<file path="config.mk">
export PLATFORM = sky130hd
export DESIGN_NAME = reg_xfer_sequencer_flat
export DESIGN_NICKNAME = d
export VERILOG_FILES = /design/src/rtl/reg_xfer_sequencer_if.sv /design/src/rtl/reg_xfer_sequencer.sv /design/src/flat_wrapper.sv
export SDC_FILE = /design/constraint.sdc
export NUM_CORES = 1
export LEC_CHECK = 0
export CAP_MARGIN = 20
export CORE_ASPECT_RATIO = 2
export CORE_MARGIN = 4
export CORE_UTILIZATION = 51
export CTS_CLUSTER_DIAMETER = 100
export DETAILED_ROUTE_END_ITERATION = 10
export DONT_BUFFER_PORTS = 1
export HOLD_SLACK_MARGIN = 0.06
export PLACE_DENSITY = 0.69
export SETUP_SLACK_MARGIN = 0.2
export SLEW_MARGIN = 20
export SYNTH_ARGS = -nofsm -noshare
export SYNTH_HDL_FRONTEND = slang
export SYNTH_SLANG_ARGS = --single-unit
</file>
<file path="constraint.sdc">
create_clock -name i_clk -period 3.05 [get_ports i_clk]
set_clock_uncertainty 0.15 [all_clocks]
set_input_delay 0.61 -clock i_clk [delete_from_list [all_inputs] [get_ports i_clk]]
set_output_delay 0.61 -clock i_clk [all_outputs]
set_load 0.05 [all_outputs]
</file>
<file path="src/rtl/reg_xfer_sequencer_if.sv">
// Command/completion handshake and register-file access port of the GB80 register-transfer sequencer.
// The master modport is the sequencer's view; slave is the view of the control logic plus register file.
interface reg_xfer_sequencer_if #(
  parameter int DATA_WIDTH    = 8,
  parameter int ADDRESS_WIDTH = 3
);
  logic                      i_cmd_valid;
  logic                      o_cmd_ready;
  logic [2:0]                i_cmd_op;
  logic [ADDRESS_WIDTH-1:0]  i_cmd_src;
  logic [ADDRESS_WIDTH-1:0]  i_cmd_dst;
  logic [2*DATA_WIDTH-1:0]   i_cmd_imm;
  logic                      o_done;
  logic                      o_err;
  logic [2*DATA_WIDTH-1:0]   o_result;
  logic                      o_rf_wr_en;
  logic                      o_rf_wr_addr_en;
  logic                      o_rf_rd_en;
  logic                      o_rf_rd_addr_en;
  logic [ADDRESS_WIDTH-1:0]  o_rf_addr;
  logic [DATA_WIDTH-1:0]     o_rf_data;
  logic [2*DATA_WIDTH-1:0]   o_rf_addr_data;
  logic [DATA_WIDTH-1:0]     i_rf_data;
  logic [2*DATA_WIDTH-1:0]   i_rf_addr_data;

  modport master (
    input  i_cmd_valid, i_cmd_op, i_cmd_src, i_cmd_dst, i_cmd_imm,
    input  i_rf_data, i_rf_addr_data,
    output o_cmd_ready, o_done, o_err, o_result,
    output o_rf_wr_en, o_rf_wr_addr_en, o_rf_rd_en, o_rf_rd_addr_en,
    output o_rf_addr, o_rf_data, o_rf_addr_data
  );

  modport slave (
    output i_cmd_valid, i_cmd_op, i_cmd_src, i_cmd_dst, i_cmd_imm,
    output i_rf_data, i_rf_addr_data,
    input  o_cmd_ready, o_done, o_err, o_result,
    input  o_rf_wr_en, o_rf_wr_addr_en, o_rf_rd_en, o_rf_rd_addr_en,
    input  o_rf_addr, o_rf_data, o_rf_addr_data
  );
endinterface

</file>
<file path="src/rtl/reg_xfer_sequencer.sv">
// Register-transfer sequencer: turns one captured transfer command into a timed series of
// register-file reads and writes over the single shared access port.
module reg_xfer_sequencer #(
  parameter int DATA_WIDTH    = 8,
  parameter int ADDRESS_WIDTH = 3
) (
  input  logic                 i_clk,
  input  logic                 i_reset,
  reg_xfer_sequencer_if.master bus
);
  localparam int PAIR_WIDTH = 2 * DATA_WIDTH;

  localparam logic [2:0] OP_MOV8  = 3'd0;
  localparam logic [2:0] OP_LDI8  = 3'd1;
  localparam logic [2:0] OP_LD16  = 3'd2;
  localparam logic [2:0] OP_INC16 = 3'd3;
  localparam logic [2:0] OP_DEC16 = 3'd4;
  localparam logic [2:0] OP_SWAP8 = 3'd5;

  localparam logic [ADDRESS_WIDTH-1:0] REG_MEM  = ADDRESS_WIDTH'(6);
  localparam logic [ADDRESS_WIDTH-1:0] PAIR_PC  = ADDRESS_WIDTH'(3);
  localparam logic [ADDRESS_WIDTH-1:0] PAIR_MAX = ADDRESS_WIDTH'(3);

  typedef enum logic [3:0] {
    IDLE, RD_A, RD_B, RD_PAIR, WR_HI, WR_LO, WR_A, WR_B, WR_PC
  } state_e;

  state_e                   state_reg, state_next;
  logic [2:0]               op_reg;
  logic [ADDRESS_WIDTH-1:0] src_reg, dst_reg;
  logic [PAIR_WIDTH-1:0]    imm_reg;
  logic [DATA_WIDTH-1:0]    a_reg, b_reg;
  logic [PAIR_WIDTH-1:0]    wval_reg;
  logic                     done_reg, err_reg;
  logic [PAIR_WIDTH-1:0]    result_reg, result_next;

  logic accept, cmd_illegal, last_access;

  logic                     wr_en, wr_addr_en, rd_en, rd_addr_en;
  logic [ADDRESS_WIDTH-1:0] rf_addr;
  logic [DATA_WIDTH-1:0]    rf_data;
  logic [PAIR_WIDTH-1:0]    rf_addr_data;

  assign accept      = (state_reg == IDLE) && bus.i_cmd_valid;
  assign last_access = (state_reg != IDLE) && (state_next == IDLE);

  always_comb begin
    cmd_illegal = 1'b0;
    case (bus.i_cmd_op)
      OP_MOV8, OP_SWAP8:          cmd_illegal = (bus.i_cmd_src == REG_MEM) || (bus.i_cmd_dst == REG_MEM);
      OP_LDI8:                    cmd_illegal = (bus.i_cmd_dst == REG_MEM);
      OP_LD16, OP_INC16, OP_DEC16: cmd_illegal = (bus.i_cmd_dst > PAIR_MAX);
      default:                    cmd_illegal = 1'b1;
    endcase
  end

  always_comb begin
    state_next = state_reg;
    case (state_reg)
      IDLE: begin
        if (bus.i_cmd_valid && !cmd_illegal) begin
          case (bus.i_cmd_op)
            OP_MOV8, OP_SWAP8:  state_next = RD_A;
            OP_LDI8:            state_next = WR_B;
            OP_LD16:            state_next = (bus.i_cmd_dst == PAIR_PC) ? WR_PC : WR_HI;
            OP_INC16, OP_DEC16: state_next = RD_PAIR;
            default:            state_next = IDLE;
          endcase
        end
      end
      RD_A:    state_next = (op_reg == OP_SWAP8) ? RD_B : WR_B;
      RD_B:    state_next = WR_A;
      RD_PAIR: state_next = (dst_reg == PAIR_PC) ? WR_PC : WR_HI;
      WR_HI:   state_next = WR_LO;
      WR_A:    state_next = WR_B;
      default: state_next = IDLE;
    endcase
  end

  // Port drive depends only on registered state and operands, never on the live command.
  always_comb begin
    wr_en        = 1'b0;
    wr_addr_en   = 1'b0;
    rd_en        = 1'b0;
    rd_addr_en   = 1'b0;
    rf_addr      = '0;
    rf_data      = '0;
    rf_addr_data = '0;
    case (state_reg)
      RD_A: begin
        rd_en   = 1'b1;
        rf_addr = src_reg;
      end
      RD_B: begin
        rd_en   = 1'b1;
        rf_addr = dst_reg;
      end
      RD_PAIR: begin
        rd_addr_en = 1'b1;
        rf_addr    = dst_reg;
      end
      WR_HI: begin
        wr_en   = 1'b1;
        rf_addr = {dst_reg[ADDRESS_WIDTH-2:0], 1'b0};
        rf_data = wval_reg[PAIR_WIDTH-1:DATA_WIDTH];
      end
      WR_LO: begin
        wr_en   = 1'b1;
        rf_addr = {dst_reg[ADDRESS_WIDTH-2:0], 1'b1};
        rf_data = wval_reg[DATA_WIDTH-1:0];
      end
      WR_A: begin
        wr_en   = 1'b1;
        rf_addr = dst_reg;
        rf_data = a_reg;
      end
      WR_B: begin
        wr_en   = 1'b1;
        rf_addr = (op_reg == OP_SWAP8) ? src_reg : dst_reg;
        case (op_reg)
          OP_MOV8:  rf_data = a_reg;
          OP_SWAP8: rf_data = b_reg;
          default:  rf_data = imm_reg[DATA_WIDTH-1:0];
        endcase
      end
      WR_PC: begin
        wr_addr_en   = 1'b1;
        rf_addr      = dst_reg;
        rf_addr_data = wval_reg;
      end
      default: ;
    endcase
  end

  always_comb begin
    result_next = result_reg;
    case (op_reg)
      OP_MOV8:                     result_next = {{DATA_WIDTH{1'b0}}, a_reg};
      OP_LDI8:                     result_next = {{DATA_WIDTH{1'b0}}, imm_reg[DATA_WIDTH-1:0]};
      OP_LD16, OP_INC16, OP_DEC16: result_next = wval_reg;
      OP_SWAP8:                    result_next = {a_reg, b_reg};
      default:                     result_next = result_reg;
    endcase
  end

  always_ff @(posedge i_clk or negedge i_reset) begin
    if (!i_reset) begin
      state_reg  <= IDLE;
      op_reg     <= '0;
      src_reg    <= '0;
      dst_reg    <= '0;
      imm_reg    <= '0;
      a_reg      <= '0;
      b_reg      <= '0;
      wval_reg   <= '0;
      done_reg   <= 1'b0;
      err_reg    <= 1'b0;
      result_reg <= '0;
    end else begin
      state_reg <= state_next;
      done_reg  <= 1'b0;
      err_reg   <= 1'b0;
      if (accept) begin
        op_reg   <= bus.i_cmd_op;
        src_reg  <= bus.i_cmd_src;
        dst_reg  <= bus.i_cmd_dst;
        imm_reg  <= bus.i_cmd_imm;
        wval_reg <= bus.i_cmd_imm;
        if (cmd_illegal) begin
          done_reg <= 1'b1;
          err_reg  <= 1'b1;
        end
      end
      case (state_reg)
        RD_A:    a_reg <= bus.i_rf_data;
        RD_B:    b_reg <= bus.i_rf_data;
        // Wraps naturally: FFFF+1 gives 0000, 0000-1 gives FFFF.
        RD_PAIR: wval_reg <= (op_reg == OP_INC16) ? bus.i_rf_addr_data + PAIR_WIDTH'(1)
                                                  : bus.i_rf_addr_data - PAIR_WIDTH'(1);
        default: ;
      endcase
      if (last_access) begin
        done_reg   <= 1'b1;
        result_reg <= result_next;
      end
    end
  end

  assign bus.o_cmd_ready     = (state_reg == IDLE);
  assign bus.o_done          = done_reg;
  assign bus.o_err           = err_reg;
  assign bus.o_result        = result_reg;
  assign bus.o_rf_wr_en      = wr_en;
  assign bus.o_rf_wr_addr_en = wr_addr_en;
  assign bus.o_rf_rd_en      = rd_en;
  assign bus.o_rf_rd_addr_en = rd_addr_en;
  assign bus.o_rf_addr       = rf_addr;
  assign bus.o_rf_data       = rf_data;
  assign bus.o_rf_addr_data  = rf_addr_data;
endmodule

</file>
<file path="src/flat_wrapper.sv">
// flat-port wrapper written by rule: the top's interface ports become plain ports
module reg_xfer_sequencer_flat 
#(
  parameter int DATA_WIDTH    = 8,
  parameter int ADDRESS_WIDTH = 3
)
  (i_clk, i_reset, bus_i_cmd_valid, bus_i_cmd_op, bus_i_cmd_src, bus_i_cmd_dst, bus_i_cmd_imm, bus_i_rf_data, bus_i_rf_addr_data, bus_o_cmd_ready, bus_o_done, bus_o_err, bus_o_result, bus_o_rf_wr_en, bus_o_rf_wr_addr_en, bus_o_rf_rd_en, bus_o_rf_rd_addr_en, bus_o_rf_addr, bus_o_rf_data, bus_o_rf_addr_data);
  reg_xfer_sequencer_if #(.DATA_WIDTH(DATA_WIDTH), .ADDRESS_WIDTH(ADDRESS_WIDTH)) bus_i ();
  input  logic i_clk;
  input  logic i_reset;
  input wire logic [$bits(bus_i.i_cmd_valid)-1:0] bus_i_cmd_valid;
  input wire logic [$bits(bus_i.i_cmd_op)-1:0] bus_i_cmd_op;
  input wire logic [$bits(bus_i.i_cmd_src)-1:0] bus_i_cmd_src;
  input wire logic [$bits(bus_i.i_cmd_dst)-1:0] bus_i_cmd_dst;
  input wire logic [$bits(bus_i.i_cmd_imm)-1:0] bus_i_cmd_imm;
  input wire logic [$bits(bus_i.i_rf_data)-1:0] bus_i_rf_data;
  input wire logic [$bits(bus_i.i_rf_addr_data)-1:0] bus_i_rf_addr_data;
  output wire logic [$bits(bus_i.o_cmd_ready)-1:0] bus_o_cmd_ready;
  output wire logic [$bits(bus_i.o_done)-1:0] bus_o_done;
  output wire logic [$bits(bus_i.o_err)-1:0] bus_o_err;
  output wire logic [$bits(bus_i.o_result)-1:0] bus_o_result;
  output wire logic [$bits(bus_i.o_rf_wr_en)-1:0] bus_o_rf_wr_en;
  output wire logic [$bits(bus_i.o_rf_wr_addr_en)-1:0] bus_o_rf_wr_addr_en;
  output wire logic [$bits(bus_i.o_rf_rd_en)-1:0] bus_o_rf_rd_en;
  output wire logic [$bits(bus_i.o_rf_rd_addr_en)-1:0] bus_o_rf_rd_addr_en;
  output wire logic [$bits(bus_i.o_rf_addr)-1:0] bus_o_rf_addr;
  output wire logic [$bits(bus_i.o_rf_data)-1:0] bus_o_rf_data;
  output wire logic [$bits(bus_i.o_rf_addr_data)-1:0] bus_o_rf_addr_data;
  assign bus_i.i_cmd_valid = bus_i_cmd_valid;
  assign bus_i.i_cmd_op = bus_i_cmd_op;
  assign bus_i.i_cmd_src = bus_i_cmd_src;
  assign bus_i.i_cmd_dst = bus_i_cmd_dst;
  assign bus_i.i_cmd_imm = bus_i_cmd_imm;
  assign bus_i.i_rf_data = bus_i_rf_data;
  assign bus_i.i_rf_addr_data = bus_i_rf_addr_data;
  assign bus_o_cmd_ready = bus_i.o_cmd_ready;
  assign bus_o_done = bus_i.o_done;
  assign bus_o_err = bus_i.o_err;
  assign bus_o_result = bus_i.o_result;
  assign bus_o_rf_wr_en = bus_i.o_rf_wr_en;
  assign bus_o_rf_wr_addr_en = bus_i.o_rf_wr_addr_en;
  assign bus_o_rf_rd_en = bus_i.o_rf_rd_en;
  assign bus_o_rf_rd_addr_en = bus_i.o_rf_rd_addr_en;
  assign bus_o_rf_addr = bus_i.o_rf_addr;
  assign bus_o_rf_data = bus_i.o_rf_data;
  assign bus_o_rf_addr_data = bus_i.o_rf_addr_data;
  reg_xfer_sequencer #(.DATA_WIDTH(DATA_WIDTH), .ADDRESS_WIDTH(ADDRESS_WIDTH)) u_core (.i_clk(i_clk), .i_reset(i_reset), .bus(bus_i));
endmodule
</file>
==> results <==
- The detailed placement HPWL is ~10000 um.
- Yosys mapped the design onto 67 distinct sky130hd cell types.
- The hold slack is 0.229 ns.
- The height of the chip is about 140 um.
- The initial core utilization is 52.4%.
- The final routed wirelength across all metal layers is 13800 um.
- The library cells used most frequently in the layout, excluding fill and tap cells, are sky130_fd_sc_hd__nand2_1 (116), sky130_fd_sc_hd__dfrtp_1 (70), sky130_fd_sc_hd__buf_4 (29), sky130_fd_sc_hd__a21oi_1 (25), sky130_fd_sc_hd__nor2_1 (22).
- The area share of fa/ha/maj cells after synthesis is 4.30%.
- The critical path ends at bus_o_rf_data[6].
- The library cell used most frequently in the layout, excluding fill and tap cells, is sky130_fd_sc_hd__nand2_1.
- Counting both buffers and inverters, the worst setup path holds a total of 2.
- The highest achievable clock rate is 345 MHz.
- Of the total synthesized cell area, the portion taken by AND, OR, NAND and NOR gates is 22.7%.
- Summing the sequential cell areas from Yosys gives 39.2% of the chip area.
- The critical path goes through buf_12 -> or3_4 -> o22ai_4 -> a222oi_1 -> a21oi_4 -> buf_12.
- The type of the worst setup path is register to output pin.
- The quantity of I/O buffers inserted on ports is 0.
- STA classifies the critical path endpoint as an output pin.
- The dominant combinational cell family by area after synthesis is simple AND/OR/NAND/NOR gates.
- The mux contribution to synthesized area is 6.40%.
- On the worst path, the slowest cell contributes a delay of 0.41 ns.
- The largest individual stage delay along the critical path comes from the cell sky130_fd_sc_hd__dfrtp_1.
- The worst setup slack for register-to-register paths is 0.34 ns.
- The startpoint of the worst-slack reg-to-reg timing path is u_core.op_reg[2].
- The shortest clock period the worst path allows after layout is 2.89 ns.
- Setup repair after global routing could not meet its margin everywhere.
- The clock transition at the registers of the reported paths is 0.06 ns.
- The first-pass GRT wire length is 21700 um.
- The max-slew headroom at the worst pin is 26.5%.
- The post-synthesis cell type with the largest combined area is sky130_fd_sc_hd__dfrtp_1.
- Buffers inserted during clock tree synthesis total 9.
- The total number of cells along the worst setup path is 6.
- Setup total negative slack on the finished layout was measured at 0 ns.
- The total count of max-transition violations in the final report came to 0.
- In this run the count of I/O pins placed on the die edge is roughly 100.
- The core box area is 0.00865 sq mm.
- The overall track demand over capacity in global routing is between 20% and 30%.
- The clock passes through at most 2 buffers.
- The count of nets left with antenna violations after detail routing is 0.
- The via count is around 4100.
- The number of nets in the layout is about 600.
- For this design, the sink count on the clock tree is approximately 70.
- The share of cells above drive strength 1 is 23.5%.
- The flow ran to the end, and the final reports show no timing, DRC or antenna violations.
- The count of max-cap constraint violations is 0.
- In this run the power density over the cells is between 1000 and 1500 mW/mm^2.
- The cell sitting at the root of the clock tree is a sky130_fd_sc_hd__clkbuf_16.
- Compared with the post-synthesis result, the final layout area differs by 18.3%.
- The maximum number of pins on one net before global-route repair is 72.
- Global routing used between 30 and 40% of the available met1 tracks.
- The path type of the worst min-delay path is input port to register.
- The maximum fanout along the worst path is 31.
- The die boundary width is 74.7 um.
- For the pin with the worst max-slew slack, the measured transition is approximately 1.1 ns.
- A synthesized cell averages a little over 9 sq um.
- The layout filler cell count is 774.
- The initial antenna violation count came to 0.
- The static leakage is 2.33 nW.
- The routed via count divided by cell count is 6.60.
- VDD sags by at most 0.520 mV.
- The fraction of the mapped netlist area in compound gates is between 20% and 30%.
- Sorting the synthesized cells by area gives the leading types as sky130_fd_sc_hd__dfrtp_1 (39%), sky130_fd_sc_hd__nand2_1 (9.6%), sky130_fd_sc_hd__mux4_2 (4.0%).
- The TritonCTS clock tree is yes.
- The number of H-tree levels is 3.
- Total power for the finished layout comes to ~7.1 mW.
- Global routing consumed, on the met2 layer, around 47% of the routing resources.
- For the worst-skew pair, the clock arrives at the later sink with an insertion delay of 0.33 ns.
- The final-report setup violation count is 0.
- Synthesis produced a netlist whose cell count is 495.
- The depth of the worst register-to-register path is 9.
- Row generation in the floorplan step produced between 40 and 50 rows.
- The critical path launch point type is a register.
- For the worst setup path, the data required time is 2.29 ns.
- The number of warnings issued by yosys is 0.
- The arrival time of data at the critical path endpoint is around 2.1 ns.
- The repair_antennas step left the layout with diodes totalling 0.
- Summing the areas of all xor and xnor instances in the mapped netlist gives under 10% of the synthesized area.
- The global-route met3 utilization is ~6%.
- Routability-driven placement finished with a final weighted congestion of 0.958.
- Counting stages on the worst path, the most repeated cell is sky130_fd_sc_hd__buf_12.
- The final count of hold timing violations came to 0.
- The routed wire length per instance is around 22 um.
- The detailed router finished its first iteration with around 520 violations.
- The post-layout worst setup margin is 0.155 ns.
- The category of cells accounting for the largest share of critical-path delay is compound AO/OA/AOI/OAI gates.
- In this run the worst setup path begins at u_core.op_reg[2].
- The worst reg2reg path endpoint is u_core.wval_reg[14].
- The synthesized flop and latch total is 71.
- The setup slack at placement is 0.0365 ns.
- The most used flip-flop cell after synthesis is sky130_fd_sc_hd__dfrtp_1.
- The total overflow left after global routing is 0.
- The post-synthesis net count is 562.
- The number of flops mapped to enable cells by yosys is 0.
- The floorplan die area is 0.0106 sq mm.
- For this run, design rule violations remaining after detail routing come to 0.
- After global routing, the most crowded layer is met2.
- The number of iterations in the first detailed-routing pass is 6.
- Of all flip-flops after synthesis, the portion carrying an async set or reset was 100%.
- The post-synthesis instance area is ~0.0045 sq mm.
- The post-route fraction of the period consumed by the critical path is 94.9%.
- Summed over its instances, the top area cell type makes up 39.2% of the synthesized netlist area.
- The number of global-route vias before repair was approximately 4200.
==> area by class of cell <==
type	instances	area [sq um]	share of cell area (%)
Inverter	4	15.0	0.280
Timing Repair Buffer	42	409	7.63
Sequential cell	71	1780	33.2
Tap cell	100	125	2.33
Clock inverter	5	78.8	1.47
Clock buffer	11	253	4.71
Multi-Input combinational cell	394	2700	50.4
==> report_power, final <==
group | internal (mW) | total, mW | leakage, nW | switching [mW]
combinational | 1.48 | 3.56 | 1.31 | 2.08
sequential | 1.41 | 2.37 | 0.856 | 0.959
clock | 0.760 | 1.16 | 0.166 | 0.396
total | 3.65 | 7.09 | 2.33 | 3.44
==> routing by layer <==
metal | share of wire [%] | up-vias
li1 | - | 1858
met4 | 4.6 | 0
met1 | 34 | 1996
met3 | 7.6 | 54
met5 | 0 | -
met2 | 54 | 229
==> kinds of logic after synthesis <==
family,after synthesis
buf+inv,30
compound gates,137
mux,18
simple gates,212
flops,71
fa+ha+maj,15
xor+xnor,12
==> how the worst min path moves through the flow <==
| stage | from | endpoint | slack (ns) | depth (start not counted) |
|---|---|---|---|---|
| floorplan | i_reset | u_core.a_reg[0] | 0.16 | 0 |
| global placement | i_reset | u_core.bus.o_done | 0.17 | 0 |
| detailed placement | i_reset | u_core.bus.o_err | 0.17 | 0 |
| CTS | bus_i_rf_data[1] | u_core.a_reg[1] | 0.22 | 2 |
| global route | bus_i_rf_data[7] | u_core.a_reg[7] | 0.23 | 2 |
| finish | bus_i_rf_data[1] | u_core.a_reg[1] | 0.23 | 2 |
==> synth_stat cells, types with 4 or more instances <==
master,count
sky130_fd_sc_hd__mux4_2,8
sky130_fd_sc_hd__nand2b_1,15
sky130_fd_sc_hd__a31oi_1,10
sky130_fd_sc_hd__mux2_2,8
sky130_fd_sc_hd__a222oi_1,8
sky130_fd_sc_hd__dfrtp_1,71
sky130_fd_sc_hd__nand2_1,116
sky130_fd_sc_hd__and2_1,19
sky130_fd_sc_hd__xnor2_1,7
sky130_fd_sc_hd__o22ai_1,9
sky130_fd_sc_hd__a22oi_1,15
sky130_fd_sc_hd__clkbuf_1,11
sky130_fd_sc_hd__and3_1,4
sky130_fd_sc_hd__nand3_1,7
sky130_fd_sc_hd__o31ai_1,8
sky130_fd_sc_hd__buf_2,11
sky130_fd_sc_hd__a21oi_1,26
sky130_fd_sc_hd__ha_1,14
sky130_fd_sc_hd__a21o_1,4
sky130_fd_sc_hd__nor2_1,23
sky130_fd_sc_hd__o21ai_0,21
sky130_fd_sc_hd__xor2_1,5
==> stage by stage <==
step,utilization [%],cells,area (sq um)
after floorplan,-,495,4550
after global placement,55.3,598,4780
after detailed placement,55.3,598,4780
after CTS,60.5,622,5230
after global routing,62.0,627,5360
final,62.0,627,5360
==> repair_timing <==
action                                 4_1_cts  5_1_grt
hold buffers                                 2        0
setup endpoints to repair                   13       28
pin swaps                                    3       10
buffers inserted                             6        5
gates resized for setup                      9       34
endpoints found under the hold margin       71        0
Power figures use the tool's default switching activity.
